**src/rtl/simon_playback_if.sv**
```systemverilog
// simon_playback_if
// Handshake and status bundle between the Simon top-level FSM (master) and
// the playback sequencer (slave).
//   start, abort, length          master -> slave
//   busy, done, prng_rerun,
//   prng_step, tone_en, led_en,
//   index                         slave -> master
interface simon_playback_if #(
  parameter int LEN_W = 8
);
  logic             start;
  logic             abort;
  logic [LEN_W-1:0] length;
  logic             busy;
  logic             done;
  logic             prng_rerun;
  logic             prng_step;
  logic             tone_en;
  logic             led_en;
  logic [LEN_W-1:0] index;

  modport master (
    output start, abort, length,
    input  busy, done, prng_rerun, prng_step, tone_en, led_en, index
  );

  modport slave (
    input  start, abort, length,
    output busy, done, prng_rerun, prng_step, tone_en, led_en, index
  );
endinterface

```
**src/rtl/simon_playback_ctrl.sv**
```systemverilog
// simon_playback_ctrl
// Plays the "Simon plays" phase: rewinds the PRNG, then plays len tones, each
// a tone_en/led_en on-time followed by a silent gap ending in one PRNG step,
// and finally pulses done.
// Ports:
//   clk    system clock
//   reset  asynchronous, active-high
//   bus    simon_playback_if.slave: start/abort/length in; busy, done,
//          prng_rerun, prng_step, tone_en, led_en, index out (all registered)
// Configuration macro: SIMON_SPEEDUP_EN -- when defined, the tone on-time is
// halved for len >= 8 and quartered for len >= 16; gap length is unchanged.
//
// state    | meaning
// ---------+------------------------------------------------------------
// S_IDLE   | waiting for start; outputs quiet, index holds last value
// S_RERUN  | one-cycle prng_rerun pulse
// S_TONE   | tone_en/led_en high, counting down the on-time
// S_GAP    | silence, counting down; prng_step on the last gap cycle
// S_FINISH | one-cycle done pulse, busy still high
module simon_playback_ctrl #(
  parameter int TONE_CYCLES = 37_500_000,
  parameter int GAP_CYCLES  = 12_500_000,
  parameter int CNT_W       = 28,
  parameter int LEN_W       = 8
) (
  input  logic clk,
  input  logic reset,
  simon_playback_if.slave bus
);

  typedef enum logic [2:0] {
    S_IDLE,
    S_RERUN,
    S_TONE,
    S_GAP,
    S_FINISH
  } state_t;

  localparam logic [CNT_W-1:0] TONE_LOAD = CNT_W'(TONE_CYCLES - 1);
  localparam logic [CNT_W-1:0] GAP_LOAD  = CNT_W'(GAP_CYCLES - 1);

  state_t           state;
  logic [CNT_W-1:0] cnt;
  logic [LEN_W-1:0] len_q;
  logic [LEN_W-1:0] index_q;
  logic             busy_q;
  logic             done_q;
  logic             rerun_q;
  logic             step_q;
  logic             tone_q;
  logic             led_q;
  logic [CNT_W-1:0] tone_load;

`ifdef SIMON_SPEEDUP_EN
  localparam logic [CNT_W-1:0] TONE_LOAD_HALF    = CNT_W'((TONE_CYCLES >> 1) - 1);
  localparam logic [CNT_W-1:0] TONE_LOAD_QUARTER = CNT_W'((TONE_CYCLES >> 2) - 1);

  always_comb begin
    tone_load = TONE_LOAD;
    if (len_q >= LEN_W'(16))
      tone_load = TONE_LOAD_QUARTER;
    else if (len_q >= LEN_W'(8))
      tone_load = TONE_LOAD_HALF;
  end
`else
  assign tone_load = TONE_LOAD;
`endif

  always_ff @(posedge clk or posedge reset) begin
    if (reset) begin
      state   <= S_IDLE;
      cnt     <= '0;
      len_q   <= '0;
      index_q <= '0;
      busy_q  <= 1'b0;
      done_q  <= 1'b0;
      rerun_q <= 1'b0;
      step_q  <= 1'b0;
      tone_q  <= 1'b0;
      led_q   <= 1'b0;
    end else begin
      done_q  <= 1'b0;
      rerun_q <= 1'b0;
      step_q  <= 1'b0;
      if (bus.abort) begin
        // Abort beats every transition; index deliberately keeps its value.
        state  <= S_IDLE;
        busy_q <= 1'b0;
        tone_q <= 1'b0;
        led_q  <= 1'b0;
      end else begin
        case (state)
          S_IDLE: begin
            if (bus.start) begin
              len_q   <= bus.length;
              index_q <= '0;
              busy_q  <= 1'b1;
              if (bus.length == '0) begin
                state  <= S_FINISH;
                done_q <= 1'b1;
              end else begin
                state   <= S_RERUN;
                rerun_q <= 1'b1;
              end
            end
          end
          S_RERUN: begin
            state  <= S_TONE;
            cnt    <= tone_load;
            tone_q <= 1'b1;
            led_q  <= 1'b1;
          end
          S_TONE: begin
            if (cnt == '0) begin
              state  <= S_GAP;
              cnt    <= GAP_LOAD;
              tone_q <= 1'b0;
              led_q  <= 1'b0;
              // A one-cycle gap is its own last cycle, so step right away.
              step_q <= (GAP_LOAD == '0);
            end else begin
              cnt <= cnt - CNT_W'(1);
            end
          end
          S_GAP: begin
            if (cnt == '0) begin
              index_q <= index_q + LEN_W'(1);
              if (index_q + LEN_W'(1) == len_q) begin
                state  <= S_FINISH;
                done_q <= 1'b1;
              end else begin
                state  <= S_TONE;
                cnt    <= tone_load;
                tone_q <= 1'b1;
                led_q  <= 1'b1;
              end
            end else begin
              cnt <= cnt - CNT_W'(1);
              // Registered pulse: raise it one cycle ahead so it lands on
              // the final gap cycle.
              step_q <= (cnt == CNT_W'(1));
            end
          end
          S_FINISH: begin
            state  <= S_IDLE;
            busy_q <= 1'b0;
          end
          default: begin
            state  <= S_IDLE;
            busy_q <= 1'b0;
            tone_q <= 1'b0;
            led_q  <= 1'b0;
          end
        endcase
      end
    end
  end

  assign bus.busy       = busy_q;
  assign bus.done       = done_q;
  assign bus.prng_rerun = rerun_q;
  assign bus.prng_step  = step_q;
  assign bus.tone_en    = tone_q;
  assign bus.led_en     = led_q;
  assign bus.index      = index_q;

endmodule

```
**src/flat_wrapper.sv**
```systemverilog
// flat-port wrapper written by rule: the top's interface ports become plain ports
module simon_playback_ctrl_flat 
#(
  parameter int TONE_CYCLES = 37_500_000,
  parameter int GAP_CYCLES  = 12_500_000,
  parameter int CNT_W       = 28,
  parameter int LEN_W       = 8
)
  (clk, reset, bus_start, bus_abort, bus_length, bus_busy, bus_done, bus_prng_rerun, bus_prng_step, bus_tone_en, bus_led_en, bus_index);
  simon_playback_if #(.LEN_W(LEN_W)) bus_i ();
  input  logic clk;
  input  logic reset;
  input wire logic [$bits(bus_i.start)-1:0] bus_start;
  input wire logic [$bits(bus_i.abort)-1:0] bus_abort;
  input wire logic [$bits(bus_i.length)-1:0] bus_length;
  output wire logic [$bits(bus_i.busy)-1:0] bus_busy;
  output wire logic [$bits(bus_i.done)-1:0] bus_done;
  output wire logic [$bits(bus_i.prng_rerun)-1:0] bus_prng_rerun;
  output wire logic [$bits(bus_i.prng_step)-1:0] bus_prng_step;
  output wire logic [$bits(bus_i.tone_en)-1:0] bus_tone_en;
  output wire logic [$bits(bus_i.led_en)-1:0] bus_led_en;
  output wire logic [$bits(bus_i.index)-1:0] bus_index;
  assign bus_i.start = bus_start;
  assign bus_i.abort = bus_abort;
  assign bus_i.length = bus_length;
  assign bus_busy = bus_i.busy;
  assign bus_done = bus_i.done;
  assign bus_prng_rerun = bus_i.prng_rerun;
  assign bus_prng_step = bus_i.prng_step;
  assign bus_tone_en = bus_i.tone_en;
  assign bus_led_en = bus_i.led_en;
  assign bus_index = bus_i.index;
  simon_playback_ctrl #(.TONE_CYCLES(TONE_CYCLES), .GAP_CYCLES(GAP_CYCLES), .CNT_W(CNT_W), .LEN_W(LEN_W)) u_core (.clk(clk), .reset(reset), .bus(bus_i));
endmodule
```
**config.mk**
```make
export PLATFORM = sky130hd
export DESIGN_NAME = simon_playback_ctrl_flat
export DESIGN_NICKNAME = d
export VERILOG_FILES = /design/src/rtl/simon_playback_if.sv /design/src/rtl/simon_playback_ctrl.sv /design/src/flat_wrapper.sv
export SDC_FILE = /design/constraint.sdc
export NUM_CORES = 1
export LEC_CHECK = 0
export ABC_AREA = 1
export CORE_ASPECT_RATIO = 0.6
export CORE_MARGIN = 3
export CORE_UTILIZATION = 55
export CTS_CLUSTER_SIZE = 10
export DETAILED_ROUTE_END_ITERATION = 16
export PLACE_DENSITY = 0.84
export SYNTH_ARGS = -nofsm -noshare
export SYNTH_HDL_FRONTEND = slang
export SYNTH_SLANG_ARGS = --single-unit
```
**constraint.sdc**
```tcl
create_clock -name clk -period 3.44 [get_ports clk]
set_input_delay 0.344 -clock clk [delete_from_list [all_inputs] [get_ports clk]]
set_output_delay 0.344 -clock clk [all_outputs]
set_load 0.02 [all_outputs]
```
== Word level (Yosys, flattened, before mapping) ==
Index checks and enable logic that the tools add are counted.

* Flip-flop bits (word level): 52
* Output and inout bits: 14
* Word-level logic and storage cells: 75

* Add/sub/neg operators: 2
* Eq/ne operators: 15
* Mux-type cells: 35
* Bitwise operators: 1
* Reduce and logical (&&, ||, !) cells: 13

{| class="wikitable"
|+ Operator list
! operator !! count
|-
| 2-to-1 mux 28 bit || 3
|-
| one-hot mux 28 bit (3 select lines) || 1
|-
| equality test 28 x 1 -> 1 bit (second input constant) || 1
|-
| logical NOT 28 bit || 1
|-
| subtractor 28 x 1 -> 28 bit (second input constant) || 1
|-
| 2-to-1 mux 1 bit || 18
|-
| 2-to-1 mux 3 bit || 6
|-
| 2-to-1 mux 8 bit || 2
|-
| one-hot mux 8 bit (2 select lines) || 1
|-
| one-hot mux 3 bit (4 select lines) || 1
|-
| inequality test 3 bit (second input constant) || 3
|-
| AND reduction 3 bit || 3
|-
| adder 8 x 1 -> 8 bit (second input constant) || 1
|-
| equality test 8 bit || 1
|-
| logical NOT 8 bit || 1
|-
| AND reduction 4 bit || 2
|-
| equality test 3 x 2 -> 1 bit (second input constant) || 2
|-
| inequality test 2 x 1 -> 1 bit (second input constant) || 3
|-
| inequality test 3 x 2 -> 1 bit (second input constant) || 2
|-
| one-hot mux 1 bit (2 select lines) || 2
|-
| one-hot mux 1 bit (4 select lines) || 1
|-
| equality test 3 x 1 -> 1 bit (second input constant) || 1
|-
| equality test 3 bit (second input constant) || 1
|-
| logical NOT 3 bit || 1
|-
| 7 further kinds || 7
|}

== Logic depth before layout (Yosys ltp) ==
* Depth after elaboration: 6
* Depth in mapped cells: 14
* Depth with buffers taken out: 13

== Least setup slack after synthesis ==
No wires, ideal clock.

* Path type: reg2reg
* Start point: register u_core.index_q[1], in the netlist u_core.bus.index[1]
* End point: register u_core.cnt[18]
* Setup time: 0.117 ns
* Arrival: 1.809 ns
* Slack: 1.514 ns
* Stages on the path, launching flop included: 12
* Path buffers: 1
* Cells stage by stage: dfrtp_1 ha_1 nand2_2 nor2_2 nand3_1 nand3_1 nand3_1 nor2_2 nand4_4 buf_2 nand3_1 nand2_1

* Longest elaborated chain between the ends: 4

{| class="wikitable"
|+ RTL lines
! what !! line !! RTL
|-
| from (decl) || simon_playback_ctrl.sv:45 || <nowiki>logic [LEN_W-1:0] index_q;</nowiki>
|-
| from (signal assigned) || simon_playback_ctrl.sv:127 || <nowiki>index_q <= index_q + LEN_W'(1);</nowiki>
|-
| adder 8 x 1 -> 8 bit || simon_playback_ctrl.sv:128 || <nowiki>if (index_q + LEN_W'(1) == len_q) begin</nowiki>
|-
| equality test 8 bit || simon_playback_ctrl.sv:128 ||
|-
| inequality test 3 bit (no line) || -- ||
|-
| AND reduction 3 bit (no line) || -- ||
|-
| to (signal assigned) || simon_playback_ctrl.sv:122 || <nowiki>cnt <= cnt - CNT_W'(1);</nowiki>
|-
| to (signal assigned) || simon_playback_ctrl.sv:133 || <nowiki>cnt <= tone_load;</nowiki>
|-
| to (signal assigned) || simon_playback_ctrl.sv:138 || <nowiki>cnt <= cnt - CNT_W'(1);</nowiki>
|-
| to (decl) || simon_playback_ctrl.sv:43 || <nowiki>logic [CNT_W-1:0] cnt;</nowiki>
|}

Every way passes these cells.
A chain may end at the register's enable or synchronous reset.

== Worst setup path after layout ==
* Start point: register u_core.index_q[0], in the netlist u_core.bus.index[0]
* End point: register u_core.cnt[4]

Same word-level chain as after synthesis.

==> out/qor.yml <==
critical_path:
  r2r_cells: 11
  worstSetupPathType: "reg2reg"
  cp.arrival_ps: 2850
  cp_max_fo: 28
  endpoint_kind: "register"
  critPathLaunchType: "register"
  crit_top_cell: "nand3_1"
  crit_required_ps: 3700
  r2r_end: "u_core.cnt[4]"
  crit_chain: "ha_1 > nand2_2 > nor2_2 > nand3_1 > nand3_1 > nand3_1 > nor2_2 > nand4_4 > nand2_4 > nand2_1 > nand2_1"
  crit_path_max_incr_delay_ps: 530
  rr_startpoint: "u_core.bus.index[0]"
  slowest_stage: "dfrtp_1"
  r2r_slack_ps: 850
min_path:
  worstHoldStart: "u_core.bus.busy"
  hold_class: "reg2reg"
  hold_depth: 2
  min_to: "u_core.bus.busy"
sta:
  finalSetupViolCount: 0
  max-slew-margin-rel_pct: 26.3
  fmaxAchievable_ghz: 0.386
  skew_ps: 7.95
  maxSlewViolCount: 0
  holdWs_ps: 524
  min_period_ps: 2590
  hold_viol_final: 0
  fin_setup_tns_ps: 0
  rsz0062_at_grt: "false"
  min_period_over_period_pct: 75.4
  tightestPinTransition_ps: 1100
power:
  p_leak_nw: 1.94
  peakVddDrop_mv: 0.346
  power.density_nw_per_um2: 669
  p_total_mw: 2.67
status:
  status: "completed"
detailed_routing:
  wl_per_cell_um: 15.4
  antenna_left: 0
  drt-initial-drc-count: 415
  route.detailed.drc: 0
  wirelength_um: 10000
  firstDrtPassIters: 5
  vias_per_cell: 5.74
  vias: 3733
cells_and_area:
  final_util_pct: 64.1
  drive_gt1_share_pct: 5.30
  final_cell_area_sq_um: 3990
  diodes: 0
  seqCellArea_sq_um: 1300
  mostFrequentLayoutCells: "172 x nand2_1, 77 x nand3_1, 72 x nor2_1, 52 x dfrtp_1, 50 x inv_1"
  final_common_cell: "nand2_1"
  multi_input_area_sq_um: 1990
  area_growth_pct: 11.4
  fillCellCount: 569
  num-nets-final: 581
global_route:
  grt_pass1_vias: 3297
  grt_pass1_wl_um: 16600
  grt_overflow: 0
  antenna_found_initial: 0
  grt_util_all_layers_pct: 28.7
  grt_max_degree: 53
yosys:
  synth-edff-count: 0
  synth_top_area_cell: "dfrtp_1"
  async_flop_share_pct: 100
  yosys_warnings: 0
  synth-main-ff-cell: "dfrtp_1"
  ys_types: 35
  synth_seq_cells: 52
  synth_top_area_share_pct: 36.3
  ys_seq_area_share_pct: 36.3
  synth_nets: 563
  syn-cell-area_sq_um: 3580
  avgSynthCellArea_sq_um: 6.55
  syn_inst: 547
  ys_top_cells_by_area: "dfrtp_1 36%, nand2_1 18%, nand3_1 11%, nor2_1 7.5%, inv_1 5.3%"
clock_tree:
  cts_resized: 0
  post-cts-setup-buffers: 0
  clk_pin_slew_ps: 110
  htree_levels: 2
  clockRootBuffer: "clkbuf_8"
  cts_tree: "done"
  postCtsHoldBufs: 0
  clock_path_buffers: 2
  clk-insertion-delay-late_ps: 320
  cts_buffers: 5
  cts.sinks: 52
floorplanning:
  die_y_um: 68.5
  io_pins: 26
  die_x_um: 110
  start_util_pct: 57.6
  fp-row-count: 22
  die-area_sq_um: 7550
  core-area_sq_um: 6220
placement:
  dp_hpwl_um: 7560
  gp_congestion: 1.02
  post_dp_cell_area_sq_um: 3870
  portBuffers: 25
job:
  maxCapViolations: 0
==> kinds of logic after synthesis <==
| group | share of synthesized area, % |
|---|---|
| and+or+nand+nor | 43.8 |
| buffers and inverters | 8.14 |
| AOI/OAI and AO/OA | 8.03 |
| DFF | 36.3 |
| xor gates and xnor gates | 1.71 |
| adders and majority gates | 1.40 |
| muxes | 0.629 |
==> how the worst max path moves through the flow <==
stage                                   start              to  depth (start not counted)
final                     u_core.bus.index[0]   u_core.cnt[4]                         11
after global routing      u_core.bus.index[0]  u_core.cnt[10]                         11
after CTS                 u_core.bus.index[0]  u_core.cnt[12]                         10
after detailed placement  u_core.bus.index[0]  u_core.cnt[12]                         10
after global placement         u_core.cnt[20]   u_core.cnt[7]                          9
after floorplan           u_core.bus.index[1]  u_core.cnt[18]                         11
==> worst max-delay path, delay by kind of cell (launching register included) <==
family,cells,cell delay (ps)
adders and majority gates,1,250
DFF,1,530
and+or+nand+nor,10,1750
==> routing by layer <==
metal | vias up | routed length, um | GRT usage, %
li1 | 1808 | - | -
met1 | 1701 | 4610 | 42.4
met2 | 210 | 3930 | 40.1
met3 | 14 | 1400 | 10.4
met4 | 0 | 105 | 6.14
met5 | - | 0 | 0
==> layout make-up <==
type                            instances  area share [%]
Clock buffer                            5            1.72
Inverter                               53            4.99
Sequential cell                        52            32.6
Tap cell                               84            2.63
Timing Repair Buffer                   29            7.02
Clock inverter                          3            1.16
Multi-Input combinational cell        424            49.9
==> report_power, final <==
group	switching, mW	internal [mW]
Clock	0.225	0.220
Combinational	0.809	0.406
Sequential	0.233	0.778
==> stage by stage <==
step	cells	setup WS, ps
2_1_floorplan	547	1510
3_3_place_gp	642	1030
3_5_place_dp	642	923
4_1_cts	650	905
5_1_grt	650	616
6_report	650	847
==> flip-flops by register name, summed over array words and instances, names as in the netlist <==
register / count
u_core.bus.index: 8
u_core.bus.busy: 1
u_core.bus.prng_rerun: 1
u_core.cnt: 28
u_core.bus.done: 1
u_core.state: 3
u_core.bus.tone_en: 1
u_core.bus.prng_step: 1
u_core.len_q: 8
==> cell usage after synthesis, types with 5 or more instances <==
| cell | instances |
|---|---|
| nand2_1 | 172 |
| nand3_1 | 77 |
| nor2_1 | 72 |
| dfrtp_1 | 52 |
| inv_1 | 51 |
| a21oi_1 | 21 |
| o21ai_0 | 18 |
| nand4_1 | 13 |
| clkbuf_1 | 9 |
| nand3b_1 | 6 |
| nor2_2 | 6 |
| buf_2 | 5 |
| o21ai_1 | 5 |
Power figures use the tool's default switching activity.
